## src/rtl/demux1to2_buf.sv

```systemverilog
// 1-to-2 demultiplexer with a small FIFO per output and valid/ready handshakes.
// Each side also keeps an 8-bit wrapping count of the words it has delivered.
module demux1to2_buf #(
  parameter int WIDTH = 2,
  parameter int DEPTH = 2
) (
  input  logic             clk,
  input  logic             rst,
  input  logic [WIDTH-1:0] D,
  input  logic             Sel,
  input  logic             in_valid,
  output logic             in_ready,
  output logic [WIDTH-1:0] A,
  output logic             A_valid,
  input  logic             A_ready,
  output logic [WIDTH-1:0] B,
  output logic             B_valid,
  input  logic             B_ready,
  output logic [7:0]       cnt_A,
  output logic [7:0]       cnt_B
);

  localparam int AW = $clog2(DEPTH);
  localparam int CW = $clog2(DEPTH + 1);

  // Index 0 is side A, index 1 is side B.
  logic [1:0]            full_s;
  logic [1:0]            valid_s;
  logic [1:0]            ready_s;
  logic [1:0]            push_s;
  logic [1:0]            pop_s;
  logic [1:0][WIDTH-1:0] head_s;
  logic [7:0]            cnt_a_r;
  logic [7:0]            cnt_b_r;

  // A pop in the same cycle never frees a slot for the push: no bypass.
  assign in_ready = Sel ? ~full_s[1] : ~full_s[0];
  assign push_s   = {in_valid & in_ready & Sel, in_valid & in_ready & ~Sel};
  assign ready_s  = {B_ready, A_ready};
  assign pop_s    = valid_s & ready_s;

  for (genvar s = 0; s < 2; s++) begin : g_fifo
    logic [WIDTH-1:0] mem_r [DEPTH];
    logic [AW-1:0]    wr_ptr_r;
    logic [AW-1:0]    rd_ptr_r;
    logic [CW-1:0]    count_r;

    // Storage is never cleared; only the pointers and count define the content.
    always_ff @(posedge clk) begin
      if (push_s[s] && !rst) begin
        mem_r[wr_ptr_r] <= D;
      end
    end

    // Pointer and occupancy bookkeeping.
    always_ff @(posedge clk) begin
      if (rst) begin
        wr_ptr_r <= AW'(0);
        rd_ptr_r <= AW'(0);
        count_r  <= CW'(0);
      end else begin
        if (push_s[s]) begin
          wr_ptr_r <= wr_ptr_r + AW'(1);
        end
        if (pop_s[s]) begin
          rd_ptr_r <= rd_ptr_r + AW'(1);
        end
        case ({push_s[s], pop_s[s]})
          2'b10:   count_r <= count_r + CW'(1);
          2'b01:   count_r <= count_r - CW'(1);
          default: count_r <= count_r;
        endcase
      end
    end

    assign full_s[s]  = (count_r == CW'(DEPTH));
    assign valid_s[s] = (count_r != CW'(0)) && !rst;
    assign head_s[s]  = valid_s[s] ? mem_r[rd_ptr_r] : WIDTH'(0);
  end

  // Delivered-word counters, wrapping at 8 bits.
  always_ff @(posedge clk) begin
    if (rst) begin
      cnt_a_r <= 8'd0;
      cnt_b_r <= 8'd0;
    end else begin
      if (pop_s[0]) begin
        cnt_a_r <= cnt_a_r + 8'd1;
      end
      if (pop_s[1]) begin
        cnt_b_r <= cnt_b_r + 8'd1;
      end
    end
  end

  assign A       = head_s[0];
  assign B       = head_s[1];
  assign A_valid = valid_s[0];
  assign B_valid = valid_s[1];
  assign cnt_A   = cnt_a_r;
  assign cnt_B   = cnt_b_r;

endmodule

```

## config.mk

```make
export PLATFORM = sky130hd
export DESIGN_NAME = demux1to2_buf
export DESIGN_NICKNAME = d
export VERILOG_FILES = /design/src/rtl/demux1to2_buf.sv
export SDC_FILE = /design/constraint.sdc
export NUM_CORES = 1
export LEC_CHECK = 0
export CELL_PAD_IN_SITES_DETAIL_PLACEMENT = 1
export CELL_PAD_IN_SITES_GLOBAL_PLACEMENT = 1
export CORE_MARGIN = 4
export CORE_UTILIZATION = 38
export CTS_CLUSTER_SIZE = 28
export DETAILED_ROUTE_END_ITERATION = 16
export GPL_TIMING_DRIVEN = 0
export PLACE_DENSITY = 0.85
export SLEW_MARGIN = 20
export SYNTH_ARGS = -nofsm -noshare
export SYNTH_HDL_FRONTEND = slang
export SYNTH_SLANG_ARGS = --single-unit
export TNS_END_PERCENT = 10
```

## constraint.sdc

```tcl
create_clock -name clk -period 2.3 [get_ports clk]
set_input_delay 0.345 -clock clk [delete_from_list [all_inputs] [get_ports clk]]
set_output_delay 0.345 -clock clk [all_outputs]
set_load 0.03 [all_outputs]
```

**Yosys cells after proc, flatten, opt, wreduce, memory -nomap -nowiden**

Memory sizes are Yosys's and may differ from the RTL's. A register that Yosys moved wholly into a read port is not among the register bits.
Cells that the tools add are included.

- Add/subtract/negate cells: 10
- Multiply operators: 0
- Div/mod/pow operators: 0
- Magnitude comparators: 0
- Equality and inequality tests: 6
- Shift-type cells: 0
- Multiplexer cells: 13
- Bitwise logic cells: 7
- Reduce and logical (&&, ||, !) cells: 9

Operators with widths:

| operator | count |
|---|---|
| adder 8 x 1 -> 8 bit, second input constant | 2 |
| 2-to-1 mux 1 bit | 9 |
| equality test 2 bit, second input constant | 4 |
| case mux 2 bit (2 select lines) | 2 |
| nonzero test 2 bit | 4 |
| adder 1 bit, second input constant | 4 |
| adder 2 x 1 -> 2 bit, second input constant | 2 |
| equality test 2 x 1 -> 1 bit, second input constant | 2 |
| logical AND 1 bit | 4 |
| 2-to-1 mux 2 bit | 2 |
| subtractor 2 x 1 -> 2 bit, second input constant | 2 |
| bitwise AND 1 bit | 3 |
| inverter 1 bit | 3 |
| bitwise AND 2 bit | 1 |
| logical NOT 1 bit | 1 |

- Register bits after elaboration: 24
- Bits in latches: 0
- Memory bits (writable): 8
- ROM bits: 0
- Input bits: 8
- Output and inout bits: 23
- Word-level logic and storage cells: 55
- Memories: 2

Memory list:

| name | words | bits a word | read ports | clocked after Yosys merged registers in | write ports | RTL line | text |
|---|---|---|---|---|---|---|---|
| g_fifo[0].mem_r | 2 | 2 | 1 | 1 | 1 | 43 | `logic [WIDTH-1:0] mem_r [DEPTH];` |
| g_fifo[1].mem_r | 2 | 2 | 1 | 1 | 1 | 43 |  |

**Depth between registers and ports, before layout**

Gate-level depths: netlist of run 1.

- Depth after elaboration: 8
- Mapped depth: 8
- Mapped depth without buffers: 8

**Worst setup path after synthesis of run 1**

Ideal clock, no wire load.

- Path kind: reg-to-reg
- Start: register g_fifo[0].count_r[0]
- End: register g_fifo[0].count_r[1]
- Setup time: 70 ps
- Arrival: 1849 ps
- Required time: 2230 ps
- Path slack: 381 ps
- Cell stages (with the launch flop): 8
- Path buffers: 0
- Period minus slack after synthesis: 1919 ps
- Cells stage by stage: dfxtp_1 o21bai_1 inv_2 nand2_1 inv_1 ha_1 or3_1 a21oi_1

- Elaborated cells on any way between the ends: 14
- Classes of those cells: add/sub (2); eq/ne (3); mux (2); bitwise (4); reduce/logical (3)

RTL lines:

| what | RTL line | text |
|---|---|---|
| start, declared | 46 | `logic [CW-1:0] count_r;` |
| start signal, assigned | 69 | `2'b10: count_r <= count_r + CW'(1);` |
| start signal, assigned | 70 | `2'b01: count_r <= count_r - CW'(1);` |
| start signal, assigned | 71 | `default: count_r <= count_r;` |
| nonzero test 2 bit (*) | 77 | `assign valid_s[s] = (count_r != CW'(0)) && !rst;` |
| logical AND 1 bit (*) | 77 |  |
| net A_valid | 14 | `output logic A_valid,` |
| bitwise AND 2 bit (*) | 40 | `assign pop_s = valid_s & ready_s;` |
| net pop_s[0] | 31 | `logic [1:0] pop_s;` |
| equality test 2 x 1 -> 1 bit / equality test 2 bit (equally long branches) | 68 | `case ({push_s[s], pop_s[s]})` |
| case mux 2 bit (2 select lines) / nonzero test 2 bit (equally long branches) | n/a |  |

Mark *: on every way through the listed nets, which the timed path passes. The rest lies on a longest branch.
A chain may end at the register's enable or synchronous reset.

**Worst setup path after layout of run 1**

- Start: input rst
- End: output B_valid

- Longest elaborated chain between the ends: 2

RTL lines:

| what | RTL line | text |
|---|---|---|
| start, declared | 8 | `input logic rst,` |
| logical NOT 1 bit | 77 |  |
| logical AND 1 bit | 77 |  |
| end, declared | 17 | `output logic B_valid,` |

No other way between the ends.

==> results of run 1 <==
-- worst reg2reg max path, cell delays in order, from the launching register on --
cell and delay [ps]:
dfxtp_1 360, o21bai_2 320, inv_2 120, nand2_1 180, inv_1 70, ha_1 310, or3_1 380, a21oi_1 150
-- state kept, by name, indices dropped and copies added (netlist names), named ones only --
name and cells:
cnt_A 8, cnt_B 8, g_fifo.mem_r 8, g_fifo.wr_ptr_r 2, g_fifo.rd_ptr_r 2, g_fifo.count_r 4
-- per-layer routing --
layer | routed length, um | global-route usage, % | share of wire, %
met4 | 73 | 7.02 | 2.1
met5 | 0 | 0 | 0
met3 | 107 | 3.88 | 3.1
met1 | 1600 | 19.2 | 47
met2 | 1630 | 24.5 | 48
-- how the worst min path moves through the flow --
stage,cells after the start,slack (ps),end
detailed placement,2,500,cnt_B[7]
floorplan,0,440,g_fifo[0].mem_r[0][0]
CTS,2,500,cnt_B[7]
global placement,2,470,cnt_B[7]
finish,2,510,cnt_B[7]
global route,2,540,cnt_B[7]
-- Yosys cell counts --
| cell | n | area [um^2] |
|---|---|---|
| nand2_4 | 1 | 11.3 |
| nand3_1 | 8 | 40.0 |
| nor2_1 | 25 | 93.8 |
| or4_1 | 1 | 7.51 |
| o21ai_0 | 2 | 10.0 |
| and2_1 | 3 | 18.8 |
| clkbuf_1 | 3 | 11.3 |
| nand3b_1 | 3 | 22.5 |
| nand2_1 | 6 | 22.5 |
| mux2_2 | 1 | 11.3 |
| a21oi_1 | 3 | 15.0 |
| xnor2_1 | 7 | 61.3 |
| or3_1 | 2 | 12.5 |
| o21bai_1 | 1 | 7.51 |
| xor2_1 | 14 | 123 |
| nand2b_1 | 2 | 12.5 |
| ha_1 | 4 | 50.1 |
| inv_2 | 1 | 3.75 |
| o21bai_4 | 1 | 18.8 |
| nor3b_1 | 2 | 15.0 |
| dfxtp_1 | 26 | 521 |
| and4_1 | 1 | 8.76 |
| mux2i_1 | 4 | 40.0 |
| nand4_1 | 5 | 31.3 |
| nor3_1 | 3 | 15.0 |
| nor4b_1 | 1 | 8.76 |
| nor4_1 | 3 | 18.8 |
| o31ai_1 | 1 | 7.51 |
| clkinv_2 | 1 | 5.00 |
| edfxtp_1 | 8 | 240 |
| inv_1 | 4 | 15.0 |
-- final cells by class --
cell class,count,area (um^2),share of cell area (%)
buffer,3,11.3,0.585
inverter,6,23.8,1.24
sequential,34,761,39.5
timing repair buffer,30,297,15.4
clock inverter,3,16.3,0.845
clock buffer,5,68.8,3.58
multi-input combinational,104,687,35.7
tap,48,60.1,3.12
-- timing repair --
| item | in CTS | in global routing |
|---|---|---|
| setup endpoints to repair | 3 | 1 |
| hold buffers | 0 | 0 |
| gates resized for setup | 3 | 1 |
-- cell families (layout without fill, tap and decap cells) --
| kind of cell | Yosys count | in the layout |
|---|---|---|
| adders and majority gates | 4 | 4 |
| DFF | 34 | 34 |
| and+or+nand+nor | 66 | 66 |
| xor gates and xnor gates | 21 | 21 |
| AOI/OAI and AO/OA | 8 | 8 |
| muxes | 5 | 5 |
| buffers and inverters | 9 | 47 |
-- power by group --
| group | switching (mW) | internal [mW] |
|---|---|---|
| logic | 0.109 | 0.0770 |
| clock network | 0.225 | 0.207 |
| registers | 0.0274 | 0.637 |
==> results.md, run 1 <==
* Status: completed
* Core Rows at 22
* Worst-case clock buffer depth at 2
* I/O Buffers at 30
* Measured slew at the worst slew-check pin at 529 ps
* Via count at 1142
* Largest stage delay, worst path at about 630 ps
* Share of layout cells above drive strength 1 at under 10%
* Largest net degree at the start of global routing at 12
* Worst reg2reg path endpoint: g_fifo[0].count_r[1]
* DR iter-0 viols at 44
* Pwr Density at 666 mW/mm^2
* Syn nets at 159
* Pleak at 0.713 nW
* H-Tree Level Count at 2
* Worst setup SP type: input pin
* Fmax at around 450 MHz
* Vias in the first global route at approximately 1200
* Tot GR Track Use at 15.3%
* Mapped Cells at 147
* Worst-Skew Late Latency at 290 ps
* Clk_skew at 7.36 ps
* Crit-path cells: clkdlybuf4s50_1 -> o21bai_4 -> clkinv_2 -> clkdlybuf4s50_1
* Setup Viol. Count Final at 0
* Vias/cell at 4.90
* Netlist cell types at 31
* Cts bufs inserted at 5
* Fin cells at 233
* Most frequent cells in the layout: 27 x clkdlybuf4s50_1, 26 x dfxtp_1, 25 x nor2_1
* First-pass GRT wire length at 5990 um
* FF-to-FF Start: g_fifo[0].count_r[0]
* Initial core utilization at 39.8%
* Commonest non-fill, non-tap cell in the layout: clkdlybuf4s50_1
* Final core occ at 51.8%
* Cells after DPL at 225
* Mux cell area share after synthesis at 3.47%
* Syn-to-layout area delta at 30.1%
* Ant diodes at 0
* Worst reg2reg path depth at 7
* Max VDD drop at ~0.26 mV
* Fillers at 440
* Routed length per instance at about 15 um
* Hold slack at 508 ps
* TNS Setup at 0 ps
* Grt ovf at 0
* Critical path depth in cells at 4
* Detail Route Antenna Nets at 0
* Die H at 70.4 um
* Final Max Tran Viols at 0
* Worst Setup EP: B_valid
* Crit path from: rst
* MaxCap Viol Count at 0
* # IOs at 31
* Count of final hold-check violations at 0
* Setup WS pre-CTS at -235 ps
* Flop2flop setup slack at 340 ps
* CORE AREA at around 0.0037 mm^2
* HP Start: cnt_B[7]
* Mapped Avg Cell Area at 10.1 um^2
* CP Data Arrival Time at 1880 ps
* Placed cell area at around 0.0018 mm^2
* Cell Area, Synth at 0.00148 mm^2
* Crit path max-delay cell type: clkdlybuf4s50_1
* Most repeated library cell on the critical path: clkdlybuf4s50_1
* Largest family of logic cells by synthesized area: simple AND/OR/NAND/NOR gates
* Post-CTS setup repair buffer count at 0
* Final instance area at 0.00192 mm^2
* Initial antenna violation count at 0
* Final Cycle Share at between 90% and 100%
* Post-synthesis compound-gate area fraction at under 10%
* Clk slew on worst S/H paths at approximately 70 ps
* Post-synthesis simple-gate area fraction at 22.9%
* DP Wirelength at between 2000 and 3000 um
* Worst Path Required at 1960 ps
* Worst path buffer plus inverter count at 3
* Clock tree root driver cell: clkbuf_8
* Final setup margin at 71.0 ps
* Yosys warnings at 0
* CTS tree: done
* Gp weighted congestion at about 0.77
* Drt drc at 0
* Delay-heaviest family, CP: buffers and inverters
* Period minus WS final at 2230 ps
* Final net count at a little under 200
* Register area share after synthesis at 51.4%
* Clock sink count at 34
* Synth Area in XOR/XNOR at 12.4%
* Relative slew margins at 64.8%
* Die X at 70.4 um
* Flops & latches, synth at 34
* Crit path capture type: output port
* Overall routed net length at 3400 um
* RSZ-0062 raised after global routing: false
* DRT Pass-1 Iters at 4
* HP Class: reg -> reg
* PnR Total Power at about 1.3 mW
* Die area at 0.00495 mm^2
* Crit-path max FO at 6
* Worst Setup Path Type: in -> out
* Post-Synth Adder-Cell Area at 3.38%
(Power assumes the default switching activity.)
==> run 2: changes to the inputs <==
- SLEW_MARGIN: 20 -> 25
==> results of run 2 <==
Final layout, timing and power as in run 1 (identical DEF).
==> edit 1 (flow settings as in run 2) <==
Register the output `cnt_B` once more, without a reset; this adds one clock of latency there. The other outputs are not delayed to match.
--- a/src/rtl/demux1to2_buf.sv
+++ b/src/rtl/demux1to2_buf.sv
@@ -98,7 +98,9 @@
   assign A_valid = valid_s[0];
   assign B_valid = valid_s[1];
   assign cnt_A   = cnt_a_r;
-  assign cnt_B   = cnt_b_r;
+  always_ff @(posedge clk) begin
+    cnt_B <= cnt_b_r;
+  end
 
 endmodule
 
Behaviour: not the same (Yosys sat finds a counterexample within 4 cycles, from zero or initial values and one cycle with rst high).
==> edit 1 against run 2 <==
Area after synthesis grew 17%. Sequential cell count grew 8. Total power grew 18%. Register-to-register slack gained 0.19 ns. Wire length grew 0.71%. Via count grew 6.7%. Hold slack lost 0.13 ns. Synthesized cell count grew 6.8%. Clock skew shrank 0.00064 ns. Final area grew 13%. Combinational power grew 13%. Setup slack gained 0.034 ns. Largest power group unchanged.
==> edit 1: results (changes against run 2) <==
| Metric | Value |
|---|---|
| Seq pwr share | 53.2% (+1.4 points) |
| RePlAce Congestion | 0.710 (-8.2%) |
| DR vias/cell | 4.94 (+0.69%) |
| Crit path to | B[0] |
| Reg2reg path depth | 5 (-2) |
| Met3 Usage GRT | 3.69% (-0.19 points) |
| Dpl ws | -0.486 ns (-0.252 ns) |
| DP Area | 0.00209 sq mm (+14%) |
| Vias in the first global route | 1304 (+7.2%) |
| Post-synthesis mux area share | 5.01% (+1.5 points) |
| Total Nets Final | 206 (+5.1%) |
| Clk pwr share | 33.0% (-0.7 points) |
| Global-route wire length before repair | 5700 um (-4.8%) |
| Inst Count DP | 239 (+6.2%) |
| Commonest cells in the netlist | dfxtp_1 (34), nor2_1 (22), xnor2_1 (12) |
| Drt initial violations | 25 (-43%) |
| Status | completed |
| WL final | 3430 um (+0.71%) |
| Register area share after synthesis | 53.4% (+2.0 points) |
| Lkg Pwr | 0.000760 uW (+6.6%) |
| Largest net degree at the start of global routing | 13 (+1) |
| Post-synth cell types | 34 (+9.7%) |
| Routing usage on met1 | 15.0% (-4.2 points) |
| Routed length per instance | 13.9 um (-5.0%) |
| Synth Area in Adders | 2.90% (-0.48 points) |
| Post-Syn Instances | 157 (+6.8%) |
| DP HPWL | 2590 um (+2.8%) |
| Net Count, Synth | 169 (+6.3%) |
| DRT Pass-1 Iters | 3 (-1) |
| Fin crit period | 2.20 ns (-0.0340 ns) |
| Synth area leaders | dfxtp_1 (39%), edfxtp_1 (14%), xnor2_1 (6.1%) |
==> edit 1: changes by cell type in the layout (fill, tap and decap cells not counted), moves of 4 or more <==
cell	run 2	this run
clkbuf_2	0	5
xnor2_1	7	12
dfxtp_1	26	34
nand2b_1	2	6
nand4_1	5	1
xor2_1	14	6
==> edit 1: worst register-to-register path, delay by kind of cell, from the launching register on <==
family,cells,cell delay (ns)
AOI/OAI and AO/OA,1,0.15
adders and majority gates,1,0.38
DFF,1,0.45
and+or+nand+nor,3,0.72
==> edit 1: cells by family after synthesis <==
kind of cell,Yosys count
flops,42
mux,8
compound gates,8
xor+xnor,18
fa+ha+maj,4
simple gates,71
buf+inv,6
==> edit 1: worst min path at each step <==
stage                     cells after the start  slack [ns]       end       start
after floorplan                               0        0.35  cnt_B[7]  cnt_b_r[7]
after detailed placement                      0        0.36  cnt_B[7]  cnt_b_r[7]
after global placement                        0        0.36  cnt_B[7]  cnt_b_r[7]
after global routing                          0        0.38  cnt_B[7]  cnt_b_r[7]
after CTS                                     0        0.37  cnt_B[7]  cnt_b_r[7]
final                                         0        0.37  cnt_B[7]  cnt_b_r[7]
==> edit 1: final cells by class <==
type | count | area [sq um]
repair buffers | 30 | 285
multi-input cells | 109 | 781
well taps | 52 | 65.1
plain buffers | 4 | 18.8
inverters | 2 | 7.51
clock buffers | 7 | 86.3
fillers | 496 | 2210
flip-flops and latches | 42 | 921
clock inverters | 1 | 5.00
==> edit 1: layer usage <==
layer | routed length, um | vias up
li1 | - | 610
met1 | 1510 | 577
met2 | 1690 | 24
met3 | 152 | 8
met4 | 76 | 0
met5 | 0 | -
==> edit 1: repair_timing <==
action	in CTS	in global routing
hold buffers	0	0
resized for setup	9	10
endpoints found under the setup margin	6	4
==> edit 2 (flow settings as in run 2) <==
Made on the original files. The parameter `WIDTH` goes from 2 to 4.
--- a/src/rtl/demux1to2_buf.sv
+++ b/src/rtl/demux1to2_buf.sv
@@ -1,7 +1,7 @@
 // 1-to-2 demultiplexer with a small FIFO per output and valid/ready handshakes.
 // Each side also keeps an 8-bit wrapping count of the words it has delivered.
 module demux1to2_buf #(
-  parameter int WIDTH = 2,
+  parameter int WIDTH = 4,
   parameter int DEPTH = 2
 ) (
   input  logic             clk,
Ports: changed (resized A, B and D); port bits go from 31 to 37. The function was not compared with the original's and may differ.
==> edit 2 against run 2 <==
Combinational power up 29%. Wire length increased by 11%. Final area increased by 20%. Clock skew grew 0.0027 ns. Setup slack improved by 0.12 ns. Maximum frequency up 5.4%. Total power increased by 20%. Sequential cell count rose by 8. Area after synthesis grew 23%. Count of clock-buffer cells in the layout increased by 1. Final cell count rose by 11%.
==> edit 2: results (changes against run 2) <==
| Metric | Value |
|---|---|
| Global-route wire length before repair | 6490 um (+8.3%) |
| DP HPWL | 2850 um (+13%) |
| # fillers | 507 (+15%) |
| Vias in the first global route | 1337 (+10%) |
| Register area share after synthesis | 55.2% (+3.8 points) |
| Number of synthesized flops with an enable pin | 16 (+8) |
| Total track usage | 13.6% (-1.8 points) |
| DP Area | 0.00223 sq mm (+21%) |
| Post-Syn Instances | 163 (+11%) |
| Final Skew | 0.0101 ns (+0.00272 ns) |
| WL met1 | 1790 um (+12%) |
| HP Class | in2reg |
| Inst Count DP | 250 (+11%) |
| Critical R2R Capture | g_fifo[1].count_r[1] |
| Met3 Usage GRT | 3.28% (-0.61 points) |
| Crit path max fanout | 5 (-1) |
| HP Start | rst |
| Worst-Margin Slew | 0.623 ns (+0.0943 ns) |
| Worst path max stage delay | 0.68 ns (+0.05 ns) |
| M2 GR Usage | 21.7% (-2.8 points) |
| Commonest cells in the netlist | dfxtp_1 (26), nor2_1 (25), edfxtp_1 (16) |
| Status | completed |
| Synth area leaders | dfxtp_1 (29%), edfxtp_1 (27%), nor2_1 (5.2%) |
| Drt initial violations | 91 (+110%) |
| Largest net degree at the start of global routing | 14 (+2) |
| R2r setup slk | 0.52 ns (+0.18 ns) |
| IO buf count | 35 (+17%) |
| Metal2 WL | 1770 um (+8.9%) |
| WL final | 3760 um (+11%) |
| Power Density | 663 mW/mm^2 (-0.44%) |
| DR vias/cell | 5.00 (+2.0%) |
| Total Nets Final | 219 (+12%) |
| RePlAce Congestion | 0.733 (-5.2%) |
| Final hold slack | 0.277 ns (-0.231 ns) |
| Dpl ws | 0.177 ns (+0.412 ns) |
| Maximum vdd drop | 0.310 mV (+18%) |
| FF-to-FF Start | g_fifo[1].count_r[1] |
-- edit 2: cell types whose count changed after synthesis, sizes merged, moves of 3 or more --
| cell | before | now |
|---|---|---|
| nand4 | 5 | 2 |
| mux2i | 4 | 9 |
| and2 | 3 | 0 |
| edfxtp | 8 | 16 |
| xor2 | 14 | 8 |
| o21ai | 2 | 7 |
-- edit 2: layout make-up --
class	count	area share, %
Clock buffer	6	3.14
Buffer	5	1.14
Tap cell	52	2.81
Clock inverter	2	0.595
Multi-Input combinational cell	110	32.6
Timing Repair Buffer	35	15.1
Sequential cell	42	43.3
Inverter	6	1.30
-- edit 2: where the power goes --
part	internal (uW)	switching (uW)	leakage, uW
Clock	214	253	0.0000452
Sequential	801	26.5	0.000356
Combinational	99.4	140	0.000384
Total	1110	420	0.000785
-- edit 2: how the worst max path moves through the flow --
stage                         startpoint                    to  slack [ns]  cells after the start
global placement                     Sel              in_ready        0.19                      3
detailed placement               A_ready  g_fifo[0].count_r[1]        0.18                      6
floorplan                            rst  g_fifo[1].count_r[1]        0.59                      9
CTS                 g_fifo[0].count_r[0]                  A[1]        0.15                      3
global route                    register                  B[2]        0.05                      4
finish              g_fifo[0].count_r[0]                  A[1]        0.19                      3
-- edit 2: cell families after synthesis --
group	after synthesis	share of synthesized area (%)
flip-flops	42	55.2
XOR/XNOR	17	8.22
multiplexers	10	5.59
adder cells (fa/ha/maj)	4	2.76
AO/OA/AOI/OAI	16	5.87
buffers and inverters	11	3.11
AND/OR/NAND/NOR	63	19.2
-- edit 2: timing repair --
action                     in CTS  in global routing
gates resized for setup         1                  0
setup endpoints to repair       1                  0
hold buffers                    0                  0
